$ cat src/rtl/uart_rx_fifo_if.sv
// uart_rx_fifo_if: show-ahead byte stream from the receive FIFO to its consumer
// data  : head byte (0 while valid is low)
// valid : a byte is available
// ready : consumer takes the byte at this posedge
interface uart_rx_fifo_if;
    logic [7:0] data;
    logic       valid;
    logic       ready;
    modport master (output data, valid, input ready);
    modport slave  (input data, valid, output ready);
endinterface

$ cat src/rtl/uart_rx_fifo.sv
// uart_rx_fifo: 8N1 UART receiver feeding a show-ahead byte FIFO, with RTS flow control and sticky line-error flags
// clk       : system clock
// clr       : synchronous active-low reset
// rx        : asynchronous serial input, idle high
// bus       : data/valid/ready byte stream (master side)
// rts_n     : 0 = host may send; 1 once free entries <= RTS_MARGIN
// overrun   : sticky, a byte was dropped on a full FIFO
// frame_err : sticky, a stop bit was sampled low
// err_clr   : clears both sticky flags (a same-cycle set wins)
module uart_rx_fifo #(
    parameter int CLKS_PER_BIT = 2500,
    parameter int DEPTH_LOG2   = 4,
    parameter int RTS_MARGIN   = 4
) (
    input  logic                  clk,
    input  logic                  clr,
    input  logic                  rx,
    uart_rx_fifo_if.master        bus,
    output logic                  rts_n,
    output logic                  overrun,
    output logic                  frame_err,
    input  logic                  err_clr
);
    localparam int CW = $clog2(CLKS_PER_BIT);
    localparam int AW = DEPTH_LOG2;
    localparam logic [CW-1:0] HALF_M1 = CW'(CLKS_PER_BIT / 2 - 1);
    localparam logic [CW-1:0] BIT_M1  = CW'(CLKS_PER_BIT - 1);
    localparam logic [AW:0]   DEPTH   = (AW + 1)'(2 ** AW);
    localparam logic [AW:0]   MARGIN  = (AW + 1)'(RTS_MARGIN);
    typedef enum logic [2:0] {IDLE, START, DATA, STOP, BREAK} state_t;
    state_t        state, state_n;
    logic [CW-1:0] cnt, cnt_n;
    logic [2:0]    bit_cnt, bit_n;
    logic [7:0]    sh, sh_n;
    logic          rx_m, rx_s;
    logic          push, ferr, pop, accept;
    logic [7:0]    mem [2 ** AW];
    logic [AW-1:0] wr_ptr, rd_ptr;
    logic [AW:0]   count, count_n;
    always_comb begin
        state_n = state;
        cnt_n   = cnt + CW'(1);
        bit_n   = bit_cnt;
        sh_n    = sh;
        push    = 1'b0;
        ferr    = 1'b0;
        case (state)
            IDLE: begin
                cnt_n = '0;
                bit_n = '0;
                if (!rx_s) state_n = START;
            end
            START: if (cnt == HALF_M1) begin
                cnt_n   = '0;
                state_n = rx_s ? IDLE : DATA;
            end
            DATA: if (cnt == BIT_M1) begin
                cnt_n = '0;
                sh_n  = {rx_s, sh[7:1]};
                bit_n = bit_cnt + 3'd1;
                if (bit_cnt == 3'd7) state_n = STOP;
            end
            STOP: if (cnt == BIT_M1) begin
                cnt_n   = '0;
                push    = rx_s;
                ferr    = !rx_s;
                state_n = rx_s ? IDLE : BREAK;
            end
            BREAK: begin
                cnt_n = '0;
                if (rx_s) state_n = IDLE;
            end
            default: state_n = IDLE;
        endcase
    end
    // a full FIFO still takes a byte when the consumer frees a slot on the same edge
    assign pop       = bus.valid && bus.ready;
    assign accept    = push && (count < DEPTH || pop);
    assign count_n   = count + (AW + 1)'(accept) - (AW + 1)'(pop);
    assign bus.valid = count != '0;
    assign bus.data  = bus.valid ? mem[rd_ptr] : 8'h00;
    always_ff @(posedge clk) begin
        if (!clr) begin
            state     <= IDLE;
            cnt       <= '0;
            bit_cnt   <= '0;
            sh        <= '0;
            rx_m      <= 1'b1;
            rx_s      <= 1'b1;
            wr_ptr    <= '0;
            rd_ptr    <= '0;
            count     <= '0;
            rts_n     <= 1'b0;
            overrun   <= 1'b0;
            frame_err <= 1'b0;
        end else begin
            state     <= state_n;
            cnt       <= cnt_n;
            bit_cnt   <= bit_n;
            sh        <= sh_n;
            rx_m      <= rx;
            rx_s      <= rx_m;
            wr_ptr    <= wr_ptr + AW'(accept);
            rd_ptr    <= rd_ptr + AW'(pop);
            count     <= count_n;
            rts_n     <= (DEPTH - count_n) <= MARGIN;
            overrun   <= (push && !accept) || (overrun && !err_clr);
            frame_err <= ferr || (frame_err && !err_clr);
        end
    end
    always_ff @(posedge clk) begin
        if (clr && accept) mem[wr_ptr] <= sh;
    end
endmodule
$ cat src/flat_wrapper.sv
// flat-port wrapper written by rule: the top's interface ports become plain ports
module uart_rx_fifo_flat 
#(
    parameter int CLKS_PER_BIT = 2500,
    parameter int DEPTH_LOG2   = 4,
    parameter int RTS_MARGIN   = 4
)
  (clk, clr, rx, rts_n, overrun, frame_err, err_clr, bus_data, bus_valid, bus_ready);
  uart_rx_fifo_if bus_i ();
  input  logic clk;
  input  logic clr;
  input  logic rx;
  output logic rts_n;
  output logic overrun;
  output logic frame_err;
  input  logic err_clr;
  output wire logic [$bits(bus_i.data)-1:0] bus_data;
  output wire logic [$bits(bus_i.valid)-1:0] bus_valid;
  input wire logic [$bits(bus_i.ready)-1:0] bus_ready;
  assign bus_data = bus_i.data;
  assign bus_valid = bus_i.valid;
  assign bus_i.ready = bus_ready;
  uart_rx_fifo #(.CLKS_PER_BIT(CLKS_PER_BIT), .DEPTH_LOG2(DEPTH_LOG2), .RTS_MARGIN(RTS_MARGIN)) u_core (.clk(clk), .clr(clr), .rx(rx), .bus(bus_i), .rts_n(rts_n), .overrun(overrun), .frame_err(frame_err), .err_clr(err_clr));
endmodule
$ cat config.mk
export PLATFORM = sky130hd
export DESIGN_NAME = uart_rx_fifo_flat
export DESIGN_NICKNAME = d
export VERILOG_FILES = /design/src/rtl/uart_rx_fifo_if.sv /design/src/rtl/uart_rx_fifo.sv /design/src/flat_wrapper.sv
export SDC_FILE = /design/constraint.sdc
export NUM_CORES = 1
export LEC_CHECK = 0
export ABC_AREA = 1
export CAP_MARGIN = 15
export CORE_MARGIN = 2
export CORE_UTILIZATION = 35
export DETAILED_ROUTE_END_ITERATION = 8
export DONT_BUFFER_PORTS = 1
export PLACE_DENSITY_LB_ADDON = 0.2
export SETUP_SLACK_MARGIN = 0.2
export SLEW_MARGIN = 15
export SYNTH_ARGS = -nofsm -noshare
export SYNTH_HDL_FRONTEND = slang
export SYNTH_SLANG_ARGS = --single-unit
$ cat constraint.sdc
create_clock -name clk -period 2.5 [get_ports clk]
set_input_delay 0.5 -clock clk [delete_from_list [all_inputs] [get_ports clk]]
set_output_delay 0.5 -clock clk [all_outputs]
set_load 0.1 [all_outputs]
Yosys cells after proc, flatten, opt, wreduce, memory -nomap -nowiden --
Memories as Yosys holds them, arrays and structs flattened. A register that Yosys moved wholly into a read port is not among the register bits. Index checks and enable logic that the tools add are counted.
Word-level totals: flip-flop bits (word level) 44, memory bits (writable) 128, bits of input ports 5, output and inout bits 12, word-level logic and storage cells 77, memories 1
Cells by class: add/subtract/negate cells 7, $lt $le $gt $ge 2, equal/unequal tests 13, muxes and demuxes 22, reductions and logical operators 20
Memory list:
- u_core.mem | depth 16, bits a word 8, rd ports 1, clocked after memory_dff 1, write ports 1, line uart_rx_fifo.sv:37 | logic [7:0] mem [2 ** AW];
Operator list (count):
- $pmux 12 s3 | 1
- $mux 12 | 2
- $mux 3 | 8
- $pmux 3 s5 | 1
- $add 12x1->12 const B | 1
- $eq 12x11->1 const B | 1
- $eq 12x12->1 const B | 1
- $ne 2x1->1 const B | 5
- $add 4x1->4 | 2
- $mux 8 | 1
- $eq 3x2->1 const B | 2
- $eq 3x3->1 const B | 2
- $logic_and 1x1->1 | 6
- $mux 1 | 6
- $pmux 3 s2 | 1
- $reduce_and 6->1 | 1
- $add 5x1->5 | 1
- $le 5x3->1 const B | 1
- $lt 5x5->1 const B | 1
- $reduce_bool 5->1 | 1
- $sub 5x1->5 | 1
- $sub 5x5->5 const A | 1
- $mux 4 | 1
- $reduce_and 2->1 | 2
- other kinds (9) | 14

Logic depth before layout (Yosys ltp) --
Gate-level depths: netlist of run 1.
depth in word-level cells 8, depth in mapped cells 18, depth with buffers taken out 18

Least setup slack after synthesis of run 1 --
No wires, ideal clock.
path type reg-to-output, start reg u_core.rd_ptr[0] (netlist name), end out bus_data[4], arrival 2.534 ns, data required time 2.000 ns, path slack -0.534 ns, cell stages (with the launch flop) 7, path through dfxtp_1 buf_2 clkbuf_1 o21ai_0 o211ai_1 nand3_1 a21oi_1
RTL lines:
- to (decl) | line flat_wrapper.sv:17 | output wire logic [$bits(bus_i.data)-1:0] bus_data;

==> impl_results.html, run 1 <==
<table>
<tr><th>Metric</th><th>Value</th></tr>
<tr><th colspan="2">Run status</th></tr>
<tr><td>Run status</td><td>complete, but fails checks</td></tr>
<tr><td>Violations in the final reports</td><td>negative setup slack</td></tr>
<tr><th colspan="2">Floorplan</th></tr>
<tr><td>Die span in y</td><td>148.5 um</td></tr>
<tr><td>Boundary Pins</td><td>17</td></tr>
<tr><td>Starting density of the core</td><td>35.91%</td></tr>
<tr><td>Die Footprint</td><td>22060 um^2</td></tr>
<tr><td>DIE WIDTH</td><td>148.5 um</td></tr>
<tr><td>Placement Rows</td><td>52</td></tr>
<tr><td>Area of the core</td><td>20360 um^2</td></tr>
<tr><th colspan="2">Synthesis</th></tr>
<tr><td>Register area share after synthesis</td><td>64.61%</td></tr>
<tr><td>Number of storage elements in the synthesis netlist</td><td>172</td></tr>
<tr><td>Avg Inst Size Synth</td><td>10.36 um^2</td></tr>
<tr><td>Number of distinct library cell variants in the gate-level netlist after synthesis</td><td>30</td></tr>
<tr><td>Count of synthesis-stage warnings from yosys</td><td>0</td></tr>
<tr><td>Proportion of netlist area held by the largest area contributor</td><td>52.57%</td></tr>
<tr><td>Synthesized cell area</td><td>7312 um^2</td></tr>
<tr><td>Synth top area cells</td><td>sky130_fd_sc_hd__edfxtp_1 (53%), sky130_fd_sc_hd__dfxtp_1 (12%), sky130_fd_sc_hd__nor2_1 (8.7%)</td></tr>
<tr><td>Cells after Synth</td><td>706</td></tr>
<tr><td>Synthesized Nets</td><td>726</td></tr>
<tr><td>Cell type with the largest total area after synthesis</td><td>sky130_fd_sc_hd__edfxtp_1</td></tr>
<tr><th colspan="2">Global routing</th></tr>
<tr><td>Vias in the first global route</td><td>5252</td></tr>
<tr><td>Global-route wire length before repair</td><td>28.77 mm</td></tr>
<tr><td>Maximum number of pins on one net before global-route repair</td><td>36</td></tr>
<tr><td>Initial antenna violation count</td><td>0</td></tr>
<tr><td>Remaining global-route overflow</td><td>0</td></tr>
<tr><td>Aggregate global-route resource usage</td><td>16.98%</td></tr>
<tr><th colspan="2">Layout</th></tr>
<tr><td>Final Cell Area</td><td>9619 um^2</td></tr>
<tr><td>Post-layout nets</td><td>822</td></tr>
<tr><td>Antenna Cells</td><td>0</td></tr>
<tr><td>Post-synthesis to final-layout area growth</td><td>31.55%</td></tr>
<tr><td>Most frequent standard cell in the layout excluding fill and tap cells</td><td>sky130_fd_sc_hd__nor2_1</td></tr>
<tr><td>Commonest non-fill, non-tap cells in the layout</td><td>sky130_fd_sc_hd__nor2_1 (154), sky130_fd_sc_hd__edfxtp_1 (128), sky130_fd_sc_hd__buf_4 (69)</td></tr>
<tr><td>Post-layout util</td><td>47.24%</td></tr>
<tr><td>Layout cells sized above 1</td><td>26.87%</td></tr>
<tr><th colspan="2">Clocking</th></tr>
<tr><td># H-tree levels</td><td>4</td></tr>
<tr><td>Clk Latency, worst-skew pair</td><td>0.43 ns</td></tr>
<tr><td>Clock-pin slew on the worst setup and hold paths</td><td>0.07 ns</td></tr>
<tr><td>Bufs on Longest Clock Path</td><td>2</td></tr>
<tr><td>CTS root buf</td><td>sky130_fd_sc_hd__clkbuf_16</td></tr>
<tr><td>Clock sink total</td><td>172</td></tr>
<tr><td>CTS tree</td><td>built</td></tr>
<tr><td>Cts bufs inserted</td><td>17</td></tr>
<tr><th colspan="2">Power</th></tr>
<tr><td>Maximum vdd ir drop</td><td>859.0 uV</td></tr>
<tr><td>Combinational share of power</td><td>42.2%</td></tr>
<tr><td>Internal power contribution</td><td>6489 uW</td></tr>
<tr><td>Part of the total power dissipated in sequential elements</td><td>31.6%</td></tr>
<tr><td>Switching fraction of total power</td><td>35.93%</td></tr>
<tr><td>Pwr dens</td><td>1053 nW/um^2</td></tr>
<tr><td>Sw Pwr</td><td>3639 uW</td></tr>
<tr><td>Share of power burned in the clock network</td><td>26.2%</td></tr>
<tr><td>Static leakage power</td><td>0.003930 uW</td></tr>
<tr><th colspan="2">Route</th></tr>
<tr><td>Total number of vias</td><td>5337</td></tr>
<tr><td>Drt initial violations</td><td>348</td></tr>
<tr><td>Average wire per standard cell</td><td>17.05 um</td></tr>
<tr><td>Via density per instance</td><td>4.919</td></tr>
<tr><td>Routed WL</td><td>18.50 mm</td></tr>
<tr><td>Residual DRC</td><td>0</td></tr>
<tr><td>DR pass1 iterations</td><td>5</td></tr>
<tr><td>Number of nets still failing antenna checks after routing</td><td>0</td></tr>
<tr><th colspan="2">Worst hold path</th></tr>
<tr><td>Launch point of the worst hold path</td><td>clr</td></tr>
<tr><td>Min-Delay Path Depth</td><td>2</td></tr>
<tr><td>Worst min path class</td><td>input pin to flip-flop</td></tr>
<tr><td>Endpoint with the worst hold slack</td><td>u_core.count[0]</td></tr>
<tr><th colspan="2">Critical path</th></tr>
<tr><td>Launching instance or port of the critical path</td><td>u_core.rd_ptr[0]</td></tr>
<tr><td>Critical path arrival</td><td>2.07 ns</td></tr>
<tr><td>Maximum net fanout on the critical path</td><td>5</td></tr>
<tr><td>Cell breakdown of the critical path</td><td>buf_6, inv_8, buf_12, buf_8, buf_6, nor2_2, o211ai_1, nand3_1, a21oi_2, buf_12</td></tr>
<tr><td>Biggest cell delay along the critical path</td><td>0.35 ns</td></tr>
<tr><td>RR Endpoint</td><td>u_core.rts_n</td></tr>
<tr><td>Crit end category</td><td>primary output</td></tr>
<tr><td>Minimum setup slack among reg-to-reg paths</td><td>-0.06 ns</td></tr>
<tr><td>Start of the worst register-to-register path</td><td>u_core.state[1]</td></tr>
<tr><td>Library cell contributing the largest single delay on the critical path</td><td>sky130_fd_sc_hd__dfxtp_4</td></tr>
<tr><td>CP Data Required Time</td><td>2.00 ns</td></tr>
<tr><td>Worst Setup Start Kind</td><td>flip-flop</td></tr>
<tr><td>Kind of critical path</td><td>flip-flop to primary output</td></tr>
<tr><td>Number of cells traversed by the worst register-to-register path</td><td>18</td></tr>
<tr><th colspan="2">Placement</th></tr>
<tr><td>Number of port buffers</td><td>0</td></tr>
<tr><td>Dpl hpwl</td><td>10.82 mm</td></tr>
<tr><td>Placement-stage worst setup slack</td><td>-0.2392 ns</td></tr>
<tr><td>Final estimated routing congestion in global placement</td><td>0.8091</td></tr>
<tr><td>Total placed instance area</td><td>8237 um^2</td></tr>
<tr><th colspan="2">STA</th></tr>
<tr><td>Tcrit/Tclk final</td><td>102.9%</td></tr>
<tr><td>Slew Limit Fails</td><td>0</td></tr>
<tr><td>Transition at the pin with the smallest max-transition slack</td><td>0.8535 ns</td></tr>
<tr><td>Post-route minimum period</td><td>2.572 ns</td></tr>
<tr><td>Final number of hold-violating endpoints</td><td>0</td></tr>
<tr><td>Timing-limited maximum frequency</td><td>388.7 MHz</td></tr>
<tr><td>Count of final setup violators</td><td>8</td></tr>
<tr><td>Final setup skew</td><td>0.01152 ns</td></tr>
<tr><td>Worst-case headroom to the max-slew limit</td><td>43.02%</td></tr>
<tr><td>RSZ-0062 raised after global routing</td><td>yes</td></tr>
<tr><td>Final Worst Setup Slack</td><td>-0.07248 ns</td></tr>
<tr><th colspan="2">Job</th></tr>
<tr><td>Count of max-cap constraint violations</td><td>0</td></tr>
</table>
## critical path: cells and delay by family, from the launching register on
kind / cells / cell delay, ns
DFF: 1 / 0.35
and+or+nand+nor: 2 / 0.15
AOI/OAI and AO/OA: 2 / 0.41
buffers and inverters: 6 / 0.74
## flip-flops by register name, summed over array words and instances (netlist names), 3 cells and up
name / flops
u_core.bit_cnt: 3
u_core.cnt: 12
u_core.count: 5
u_core.mem: 128
u_core.rd_ptr: 4
u_core.sh: 8
u_core.state: 3
u_core.wr_ptr: 4
## cell families after synthesis
kind of cell             share of synthesized area (%)
AO/OA/AOI/OAI                                    9.172
XOR/XNOR                                         1.437
adder cells (fa/ha/maj)                          2.669
buffers and inverters                            4.842
flip-flops                                       64.61
AND/OR/NAND/NOR                                  17.27
## per-stage QoR
| step | cells | TNS [ns] | hold WS (ns) | total power (uW) |
|---|---|---|---|---|
| detailed placement | 1017 | -0.3690 | 0.4006 | 6328 |
| CTS | 1069 | -0.5880 | 0.1605 | 9527 |
| global route | 1085 | -1.460 | 0.1633 | 10600 |
| global placement | 1017 | -0.2650 | 0.4033 | 6291 |
| finish | 1085 | -0.3880 | 0.1825 | 10130 |
| floorplan | 706 | -0.2134 | 0.3925 | 5352 |
## layer usage
layer / vias to the layer above / global-route usage [%] / share of wire [%]
li1: 2607 / - / -
met1: 2591 / 22.53 / 45
met2: 128 / 28.43 / 49
met3: 11 / 3.620 / 4.6
met4: 0 / 4.381 / 1.2
met5: - / 0 / 0
## cells in the mapped netlist
cell type	number
sky130_fd_sc_hd__clkinv_1	1
sky130_fd_sc_hd__nand3_2	3
sky130_fd_sc_hd__nand2_2	1
sky130_fd_sc_hd__o211ai_1	16
sky130_fd_sc_hd__inv_2	3
sky130_fd_sc_hd__nor2_2	2
sky130_fd_sc_hd__buf_2	9
sky130_fd_sc_hd__nand4_1	3
sky130_fd_sc_hd__xor2_1	8
sky130_fd_sc_hd__clkbuf_2	1
sky130_fd_sc_hd__nor3_2	1
sky130_fd_sc_hd__o21ai_0	81
sky130_fd_sc_hd__nor2_1	170
sky130_fd_sc_hd__edfxtp_1	128
sky130_fd_sc_hd__nand3b_1	1
sky130_fd_sc_hd__nor2_4	2
sky130_fd_sc_hd__buf_1	2
sky130_fd_sc_hd__inv_1	53
sky130_fd_sc_hd__nand4_2	4
sky130_fd_sc_hd__clkbuf_1	12
sky130_fd_sc_hd__nand2_1	61
sky130_fd_sc_hd__fa_1	1
sky130_fd_sc_hd__buf_4	5
sky130_fd_sc_hd__nand3_1	42
sky130_fd_sc_hd__ha_1	14
sky130_fd_sc_hd__xnor2_1	4
sky130_fd_sc_hd__or2_2	2
sky130_fd_sc_hd__dfxtp_1	44
sky130_fd_sc_hd__a21oi_1	29
sky130_fd_sc_hd__nor3_1	3
## worst max path at each step
| stage | endpoint | slack [ns] |
|---|---|---|
| after floorplan | u_core.rts_n | -0.16 |
| final | bus_data[7] | -0.07 |
| after global routing | u_core.rts_n | -0.24 |
| after CTS | u_core.rts_n | -0.11 |
| after global placement | u_core.rts_n | -0.19 |
| after detailed placement | u_core.rts_n | -0.24 |
## power groups by stage
stage | clock network [uW] | logic, uW | registers, uW
CTS | 2700 | 3630 | 3200
detailed placement | 0 | 3070 | 3260
global placement | 0 | 3040 | 3250
floorplan | 0 | 2080 | 3270
global route | 2810 | 4590 | 3210
finish | 2650 | 4280 | 3200
## final cells by class
type	instances	area, um^2
inverter	57	227.7
sequential	172	4742
tap	270	337.8
clock buffer	17	425.4
timing repair buffer	106	1224
multi-input combinational	448	2501
clock inverter	15	161.4
fill	1822	10750
## timing repair
action	4_1_cts	5_1_grt
setup endpoints to repair	12	14
hold buffers	0	0
buffers inserted	16	10
pin swaps	24	39
resized for setup	54	56
cloned	4	6
Power figures use the tool's default switching activity.
==> run 2, diff against run 1 <==
--- a/config.mk
+++ b/config.mk
@@ -9,5 +9,5 @@
 export CAP_MARGIN = 15
 export CORE_MARGIN = 2
-export CORE_UTILIZATION = 35
+export CORE_UTILIZATION = 29
 export DETAILED_ROUTE_END_ITERATION = 8
 export DONT_BUFFER_PORTS = 1
==> constraint.sdc (replaced) <==
create_clock -name clk -period 2.5 [get_ports clk]
set_input_delay 0.5 -clock clk [delete_from_list [all_inputs] [get_ports clk]]
set_output_delay 0.5 -clock clk [all_outputs]
set_load 0.01 [all_outputs]
==> impl_results.html, run 2 (synthesis gave the netlist of run 1 again) <==
<table>
<tr><th>Metric</th><th>Value</th></tr>
<tr><th colspan="2">Job</th></tr>
<tr><td>Count of max-cap constraint violations</td><td>0</td></tr>
<tr><th colspan="2">Clocking</th></tr>
<tr><td>Clock-pin slew on the worst setup and hold paths</td><td>0.07 ns</td></tr>
<tr><td>CTS tree</td><td>built</td></tr>
<tr><td>Bufs on Longest Clock Path</td><td>2</td></tr>
<tr><td>CTS root buf</td><td>sky130_fd_sc_hd__clkbuf_16</td></tr>
<tr><td>Clk Latency, worst-skew pair</td><td>0.43 ns</td></tr>
<tr><td>Cts bufs inserted</td><td>17</td></tr>
<tr><td>Clock sink total</td><td>172</td></tr>
<tr><td>CTS Hold Buffers Added</td><td>0</td></tr>
<tr><td># H-tree levels</td><td>4</td></tr>
<tr><th colspan="2">Route</th></tr>
<tr><td>Drt initial violations</td><td>371</td></tr>
<tr><td>Via density per instance</td><td>4.509</td></tr>
<tr><td>Residual DRC</td><td>0</td></tr>
<tr><td>Highest metal used</td><td>met4</td></tr>
<tr><td>Wl on met1</td><td>8.437 mm</td></tr>
<tr><td>Total number of vias</td><td>5104</td></tr>
<tr><td>Met3 Wirelength</td><td>543 um</td></tr>
<tr><td>Average wire per standard cell</td><td>15.83 um</td></tr>
<tr><td>DR pass1 iterations</td><td>6</td></tr>
<tr><td>Total length of routed met2 wires</td><td>8.839 mm</td></tr>
<tr><td>Number of nets still failing antenna checks after routing</td><td>0</td></tr>
<tr><td>Routed WL</td><td>17.91 mm</td></tr>
<tr><th colspan="2">Layout</th></tr>
<tr><td>Most frequent standard cell in the layout excluding fill and tap cells</td><td>sky130_fd_sc_hd__nor2_1</td></tr>
<tr><td>Commonest non-fill, non-tap cells in the layout</td><td>sky130_fd_sc_hd__nor2_1 (152), sky130_fd_sc_hd__edfxtp_1 (128), sky130_fd_sc_hd__buf_4 (66)</td></tr>
<tr><td>Multi-input combinational cell area</td><td>2534 um^2</td></tr>
<tr><td>Antenna Cells</td><td>0</td></tr>
<tr><td>Post-layout nets</td><td>809</td></tr>
<tr><td>Post-synthesis to final-layout area growth</td><td>30.75%</td></tr>
<tr><td>Fill cell instance count of the final layout</td><td>2461</td></tr>
<tr><td>Layout cells sized above 1</td><td>25.94%</td></tr>
<tr><td>Final Cell Area</td><td>9560 um^2</td></tr>
<tr><td>Area taken by flip-flops and latches</td><td>4737 um^2</td></tr>
<tr><td>Flip-flop count of the largest register, all copies and words added</td><td>128</td></tr>
<tr><td>Top Registers</td><td>u_core.mem x128, u_core.cnt x12, u_core.sh x8</td></tr>
<tr><td>Register with the highest flop count</td><td>u_core.mem</td></tr>
<tr><th colspan="2">STA</th></tr>
<tr><td>Tcrit/Tclk final</td><td>103.1%</td></tr>
<tr><td>Timing-limited maximum frequency</td><td>388.1 MHz</td></tr>
<tr><td>Worst-case headroom to the max-slew limit</td><td>44.61%</td></tr>
<tr><td>RSZ-0062 raised after global routing</td><td>yes</td></tr>
<tr><td>Final Worst Setup Slack</td><td>-0.07635 ns</td></tr>
<tr><td>Final number of hold-violating endpoints</td><td>0</td></tr>
<tr><td>Transition at the pin with the smallest max-transition slack</td><td>0.8297 ns</td></tr>
<tr><td>Final setup skew</td><td>0.01705 ns</td></tr>
<tr><td>Post-route minimum period</td><td>2.576 ns</td></tr>
<tr><td>Count of final setup violators</td><td>1</td></tr>
<tr><td>Slew Limit Fails</td><td>0</td></tr>
<tr><th colspan="2">Critical path</th></tr>
<tr><td>Maximum net fanout on the critical path</td><td>3</td></tr>
<tr><td>Kind of critical path</td><td>flip-flop to flip-flop</td></tr>
<tr><td>Minimum setup slack among reg-to-reg paths</td><td>-0.08 ns</td></tr>
<tr><td>Number of cells traversed by the worst register-to-register path</td><td>17</td></tr>
<tr><td>Crit end category</td><td>flip-flop</td></tr>
<tr><td>Launching instance or port of the critical path</td><td>u_core.cnt[0]</td></tr>
<tr><td>Worst Setup Start Kind</td><td>flip-flop</td></tr>
<tr><td>Critical path arrival</td><td>2.90 ns</td></tr>
<tr><td>RR Endpoint</td><td>u_core.rts_n</td></tr>
<tr><td>Start of the worst register-to-register path</td><td>u_core.cnt[0]</td></tr>
<tr><td>CP Data Required Time</td><td>2.82 ns</td></tr>
<tr><th colspan="2">Placement</th></tr>
<tr><td>Final estimated routing congestion in global placement</td><td>0.8072</td></tr>
<tr><td>Total placed instance area</td><td>8163 um^2</td></tr>
<tr><td>Dpl hpwl</td><td>10.91 mm</td></tr>
<tr><td>Number of port buffers</td><td>0</td></tr>
<tr><th colspan="2">Global routing</th></tr>
<tr><td>Vias in the first global route</td><td>4903</td></tr>
<tr><td>Remaining global-route overflow</td><td>0</td></tr>
<tr><td>Global-route wire length before repair</td><td>28.05 mm</td></tr>
<tr><td>Aggregate global-route resource usage</td><td>13.95%</td></tr>
<tr><td>Initial antenna violation count</td><td>0</td></tr>
<tr><td>Maximum number of pins on one net before global-route repair</td><td>28</td></tr>
<tr><th colspan="2">Floorplan</th></tr>
<tr><td>Die span in y</td><td>162.8 um</td></tr>
<tr><td>Die Footprint</td><td>26500 um^2</td></tr>
<tr><td>Boundary Pins</td><td>17</td></tr>
<tr><td>DIE WIDTH</td><td>162.8 um</td></tr>
<tr><td>Area of the core</td><td>24960 um^2</td></tr>
<tr><td>Starting density of the core</td><td>29.29%</td></tr>
<tr><td>Placement Rows</td><td>58</td></tr>
<tr><th colspan="2">Power</th></tr>
<tr><td>Static leakage power</td><td>0.003875 uW</td></tr>
<tr><td>Maximum vdd ir drop</td><td>479.7 uV</td></tr>
<tr><td>PnR Total Power</td><td>9138 uW</td></tr>
<tr><td>Pwr dens</td><td>955.8 nW/um^2</td></tr>
<tr><th colspan="2">Worst hold path</th></tr>
<tr><td>Worst min path class</td><td>input pin to flip-flop</td></tr>
<tr><td>Endpoint with the worst hold slack</td><td>u_core.rx_m</td></tr>
<tr><td>Launch point of the worst hold path</td><td>rx</td></tr>
<tr><td>Min-Delay Path Depth</td><td>1</td></tr>
<tr><th colspan="2">Run status</th></tr>
<tr><td>Violations in the final reports</td><td>negative setup slack</td></tr>
<tr><td>Run status</td><td>complete, but fails checks</td></tr>
</table>
## run 2: changes by cell type in the layout (fill, tap and decap cells not counted), sizes merged
| cell | change |
|---|---|
| clkbuf | -2 |
| inv | +3 |
| clkinvlp | -1 |
| bufbuf | -2 |
| bufinv | -2 |
| buf | -9 |
## run 2: through the flow
step	cells	hold slack [ns]	setup TNS, ns	worst slack (ns)	util [%]
finish	1132	0.1768	-0.07635	-0.07635	38.30
global route	1132	0.1591	-0.9026	-0.2841	38.30
CTS	1125	0.1562	-0.1043	-0.1039	37.16
detailed placement	1073	0.3980	-0.2845	-0.1957	32.70
global placement	1073	0.3982	-0.1302	-0.1163	32.70
floorplan	706	0.3925	-0.03040	-0.03040	-
## run 2: worst max-delay path, stage by stage (launching register included)
cell and delay, ns:
sky130_fd_sc_hd__dfxtp_2 0.35, sky130_fd_sc_hd__ha_4 0.15, sky130_fd_sc_hd__nand3_4 0.07, sky130_fd_sc_hd__nor2_4 0.09, sky130_fd_sc_hd__nand3_2 0.10, sky130_fd_sc_hd__nor2_4 0.12
sky130_fd_sc_hd__inv_1 0.04, sky130_fd_sc_hd__ha_1 0.26, sky130_fd_sc_hd__inv_1 0.06, sky130_fd_sc_hd__ha_2 0.18, sky130_fd_sc_hd__inv_2 0.04, sky130_fd_sc_hd__fa_2 0.34
sky130_fd_sc_hd__nand3b_1 0.19, sky130_fd_sc_hd__nand2_2 0.10, sky130_fd_sc_hd__xor2_2 0.17, sky130_fd_sc_hd__nand2_1 0.07, sky130_fd_sc_hd__o21ai_1 0.07, sky130_fd_sc_hd__nor2_1 0.06
## run 2: power breakdown
| part | switching, uW | internal [uW] |
|---|---|---|
| Combinational | 1700 | 1610 |
| Clock | 1290 | 1350 |
| Sequential | 74.1 | 3110 |
| Total | 3060 | 6070 |
## run 2: timing repair
item	CTS	global route
gates cloned	7	3
setup endpoints to repair	12	12
resized for setup	68	56
pin swaps	33	43
buffers inserted	13	4
## run 2: worst max-delay path by stage
| stage | to | slack, ns |
|---|---|---|
| 2_1_floorplan | u_core.rts_n | -0.03 |
| 3_3_place_gp | u_core.rts_n | -0.12 |
| 3_5_place_dp | u_core.rts_n | -0.20 |
| 4_1_cts | u_core.rts_n | -0.10 |
| 5_1_grt | u_core.rts_n | -0.28 |
| 6_report | u_core.rts_n | -0.08 |
## run 2: routing by layer
| metal | GRT usage (%) | vias up |
|---|---|---|
| met1 | 18.92 | 2446 |
| met3 | 2.852 | 9 |
| met4 | 3.178 | 0 |
| met5 | 0 | - |
| met2 | 23.04 | 67 |
| li1 | - | 2582 |
## run 2: layout make-up
| cell class | instances | share of cell area [%] |
|---|---|---|
| multi-input combinational | 448 | 26.50 |
| clock buffer | 17 | 4.450 |
| clock inverter | 15 | 1.754 |
| tap | 330 | 4.319 |
| sequential | 172 | 49.55 |
| timing repair buffer | 93 | 11.06 |
| inverter | 57 | 2.369 |
==> run 3, diff against run 2 <==
- CORE_MARGIN: 2 -> default
==> impl_results.html, run 3 (synthesis gave the netlist of run 1 again) <==
<table>
<tr><th>Metric</th><th>Value</th></tr>
<tr><th colspan="2">Power</th></tr>
<tr><td>Share of power burned in the clock network</td><td>30.6%</td></tr>
<tr><td>Pwr dens</td><td>906.7 nW/um^2</td></tr>
<tr><td>Static leakage power</td><td>0.003984 uW</td></tr>
<tr><td>Combinational share of power</td><td>33.5%</td></tr>
<tr><td>Switching fraction of total power</td><td>33.68%</td></tr>
<tr><td>Internal power contribution</td><td>5951 uW</td></tr>
<tr><td>Part of the total power dissipated in sequential elements</td><td>36.0%</td></tr>
<tr><td>Maximum vdd ir drop</td><td>485.7 uV</td></tr>
<tr><td>Sw Pwr</td><td>3023 uW</td></tr>
<tr><th colspan="2">STA</th></tr>
<tr><td>Final Worst Setup Slack</td><td>-0.005258 ns</td></tr>
<tr><td>Timing-limited maximum frequency</td><td>399.2 MHz</td></tr>
<tr><td>Worst-case headroom to the max-slew limit</td><td>41.90%</td></tr>
<tr><td>Transition at the pin with the smallest max-transition slack</td><td>0.8704 ns</td></tr>
<tr><td>Count of final setup violators</td><td>1</td></tr>
<tr><td>Final setup skew</td><td>0.009866 ns</td></tr>
<tr><td>Total negative slack for setup checks</td><td>-0.005258 ns</td></tr>
<tr><td>Post-route minimum period</td><td>2.505 ns</td></tr>
<tr><td>Slew Limit Fails</td><td>0</td></tr>
<tr><td>RSZ-0062 raised after global routing</td><td>yes</td></tr>
<tr><td>Tcrit/Tclk final</td><td>100.2%</td></tr>
<tr><td>Final number of hold-violating endpoints</td><td>0</td></tr>
<tr><th colspan="2">Worst hold path</th></tr>
<tr><td>Worst min path class</td><td>input pin to flip-flop</td></tr>
<tr><th colspan="2">Route</th></tr>
<tr><td>Number of nets still failing antenna checks after routing</td><td>0</td></tr>
<tr><td>Residual DRC</td><td>0</td></tr>
<tr><td>Routed WL</td><td>18.68 mm</td></tr>
<tr><td>DR pass1 iterations</td><td>7</td></tr>
<tr><td>Total number of vias</td><td>5232</td></tr>
<tr><td>Drt initial violations</td><td>372</td></tr>
<tr><td>Average wire per standard cell</td><td>16.34 um</td></tr>
<tr><td>Via density per instance</td><td>4.577</td></tr>
<tr><th colspan="2">Critical path</th></tr>
<tr><td>RR Endpoint</td><td>u_core.rts_n</td></tr>
<tr><td>Crit end category</td><td>primary output</td></tr>
<tr><td>Worst Setup Start Kind</td><td>flip-flop</td></tr>
<tr><td>Critical path arrival</td><td>2.01 ns</td></tr>
<tr><td>Kind of critical path</td><td>flip-flop to primary output</td></tr>
<tr><td>Worst setup endpoint</td><td>bus_data[4]</td></tr>
<tr><td>Minimum setup slack among reg-to-reg paths</td><td>0.02 ns</td></tr>
<tr><td>CP Data Required Time</td><td>2.00 ns</td></tr>
<tr><td>Maximum net fanout on the critical path</td><td>6</td></tr>
<tr><td>Launching instance or port of the critical path</td><td>u_core.rd_ptr[0]</td></tr>
<tr><td>Start of the worst register-to-register path</td><td>u_core.state[1]</td></tr>
<tr><td>Number of cells traversed by the worst register-to-register path</td><td>18</td></tr>
<tr><th colspan="2">Layout</th></tr>
<tr><td>Register with the highest flop count</td><td>u_core.mem</td></tr>
<tr><td>Commonest non-fill, non-tap cells in the layout</td><td>sky130_fd_sc_hd__nor2_1 (140), sky130_fd_sc_hd__edfxtp_1 (128), sky130_fd_sc_hd__nand2_1 (55)</td></tr>
<tr><td>Antenna Cells</td><td>0</td></tr>
<tr><td>Top Registers</td><td>u_core.mem x128, u_core.cnt x12, u_core.sh x8</td></tr>
<tr><td>Post-synthesis to final-layout area growth</td><td>35.35%</td></tr>
<tr><td>Post-layout util</td><td>40.34%</td></tr>
<tr><td>Non-filler instance count after layout</td><td>1143</td></tr>
<tr><td>Flip-flop count of the largest register, all copies and words added</td><td>128</td></tr>
<tr><td>Most frequent standard cell in the layout excluding fill and tap cells</td><td>sky130_fd_sc_hd__nor2_1</td></tr>
<tr><td>Post-layout nets</td><td>826</td></tr>
<tr><td>Final Cell Area</td><td>9897 um^2</td></tr>
<tr><td>Fill cell instance count of the final layout</td><td>2317</td></tr>
<tr><td>Layout cells sized above 1</td><td>28.21%</td></tr>
<tr><th colspan="2">Global routing</th></tr>
<tr><td>Maximum number of pins on one net before global-route repair</td><td>28</td></tr>
<tr><td>Vias in the first global route</td><td>5058</td></tr>
<tr><td>Remaining global-route overflow</td><td>0</td></tr>
<tr><td>Aggregate global-route resource usage</td><td>14.78%</td></tr>
<tr><td>Global-route wire length before repair</td><td>29.05 mm</td></tr>
<tr><td>Initial antenna violation count</td><td>0</td></tr>
<tr><th colspan="2">Placement</th></tr>
<tr><td>Final estimated routing congestion in global placement</td><td>0.7622</td></tr>
<tr><td>Number of port buffers</td><td>0</td></tr>
<tr><td>Cell total after placement</td><td>1063</td></tr>
<tr><td>Total placed instance area</td><td>8125 um^2</td></tr>
<tr><td>Dpl hpwl</td><td>10.62 mm</td></tr>
<tr><td>Placement-stage worst setup slack</td><td>-0.08433 ns</td></tr>
<tr><th colspan="2">Clocking</th></tr>
<tr><td>Bufs on Longest Clock Path</td><td>2</td></tr>
<tr><td>Clock sink total</td><td>172</td></tr>
<tr><td>Clk Latency, worst-skew pair</td><td>0.43 ns</td></tr>
<tr><td>Cts bufs inserted</td><td>17</td></tr>
<tr><td># H-tree levels</td><td>4</td></tr>
<tr><td>Clock-pin slew on the worst setup and hold paths</td><td>0.07 ns</td></tr>
<tr><td>CTS tree</td><td>built</td></tr>
<tr><td>CTS root buf</td><td>sky130_fd_sc_hd__clkbuf_16</td></tr>
<tr><th colspan="2">Floorplan</th></tr>
<tr><td>Die Footprint</td><td>25850 um^2</td></tr>
<tr><td>Placement Rows</td><td>57</td></tr>
<tr><td>DIE WIDTH</td><td>160.8 um</td></tr>
<tr><td>Die span in y</td><td>160.8 um</td></tr>
<tr><td>Area of the core</td><td>24530 um^2</td></tr>
<tr><td>Boundary Pins</td><td>17</td></tr>
<tr><td>Starting density of the core</td><td>29.80%</td></tr>
<tr><th colspan="2">Job</th></tr>
<tr><td>Count of max-cap constraint violations</td><td>0</td></tr>
<tr><th colspan="2">Run status</th></tr>
<tr><td>Run status</td><td>complete, but fails checks</td></tr>
<tr><td>Violations in the final reports</td><td>negative setup slack</td></tr>
</table>
-- run 3: cell types whose count changed in the layout (fill, tap and decap cells not counted), sizes merged --
cell / before / now
buf: 90 / 108
bufbuf: 0 / 1
bufinv: 0 / 1
clkbuf: 20 / 18
clkinv: 5 / 7
clkinvlp: 3 / 0
-- run 3: worst min path at each step --
stage	start	to	slack, ns	depth (start not counted)
after floorplan	u_core.rx_m	u_core.rx_s	0.39	1
after global placement	u_core.rx_m	u_core.rx_s	0.42	1
after detailed placement	u_core.rx_m	u_core.rx_s	0.43	1
after CTS	rx	u_core.rx_m	0.16	1
after global routing	rx	u_core.rx_m	0.16	1
final	rx	u_core.rx_m	0.18	1
-- run 3: power groups by stage --
stage	Sequential (uW)	Clock, uW	Combinational, uW
5_1_grt	3230	2900	3310
3_5_place_dp	3260	0	2130
4_1_cts	3220	2800	2810
2_1_floorplan	3240	0	1470
3_3_place_gp	3260	0	2150
6_report	3230	2740	3000
-- run 3: metrics by stage --
step / total power (uW) / hold WS, ns
detailed placement: 5396 / 0.4296
global placement: 5411 / 0.4247
finish: 8973 / 0.1750
global route: 9450 / 0.1634
CTS: 8831 / 0.1590
floorplan: 4709 / 0.3925
-- run 3: critical path, stage by stage, from the launching register on --
cell                       delay, ns
sky130_fd_sc_hd__dfxtp_4        0.45
sky130_fd_sc_hd__buf_12         0.13
sky130_fd_sc_hd__buf_12         0.09
sky130_fd_sc_hd__buf_16         0.12
sky130_fd_sc_hd__buf_12         0.11
sky130_fd_sc_hd__nor2_4         0.03
sky130_fd_sc_hd__nor2_2         0.07
sky130_fd_sc_hd__o21ai_1        0.08
sky130_fd_sc_hd__o211ai_1       0.09
sky130_fd_sc_hd__nand3_1        0.12
sky130_fd_sc_hd__a21oi_2        0.14
sky130_fd_sc_hd__buf_4          0.12
-- run 3: final cells by class --
class                   instances  area, um^2  area share (%)
inverters                      57       216.5           2.187
well taps                     324       405.4           4.096
multi-input cells             448        2646           26.74
flip-flops and latches        172        4737           47.86
repair buffers                110        1274           12.87
clock buffers                  17       425.4           4.298
clock inverters                15       192.7           1.947
-- run 3: per-layer routing --
metal | routed length [um] | vias up | part of all wire (%) | track usage [%]
met1 | 8537 | 2516 | 46 | 19.97
li1 | - | 2614 | - | -
met3 | 775 | 12 | 4.1 | 2.893
met5 | 0 | - | 0 | 0
met2 | 9256 | 90 | 50 | 24.56
met4 | 110 | 0 | 0.59 | 3.087
-- run 3: what timing repair did --
item                       in CTS  in global routing
gates cloned                    7                  1
setup endpoints to repair      10                145
pin swaps                      60                 42
resized for setup             126                 51
hold buffers                    0                  0
setup buffers                  32                  8
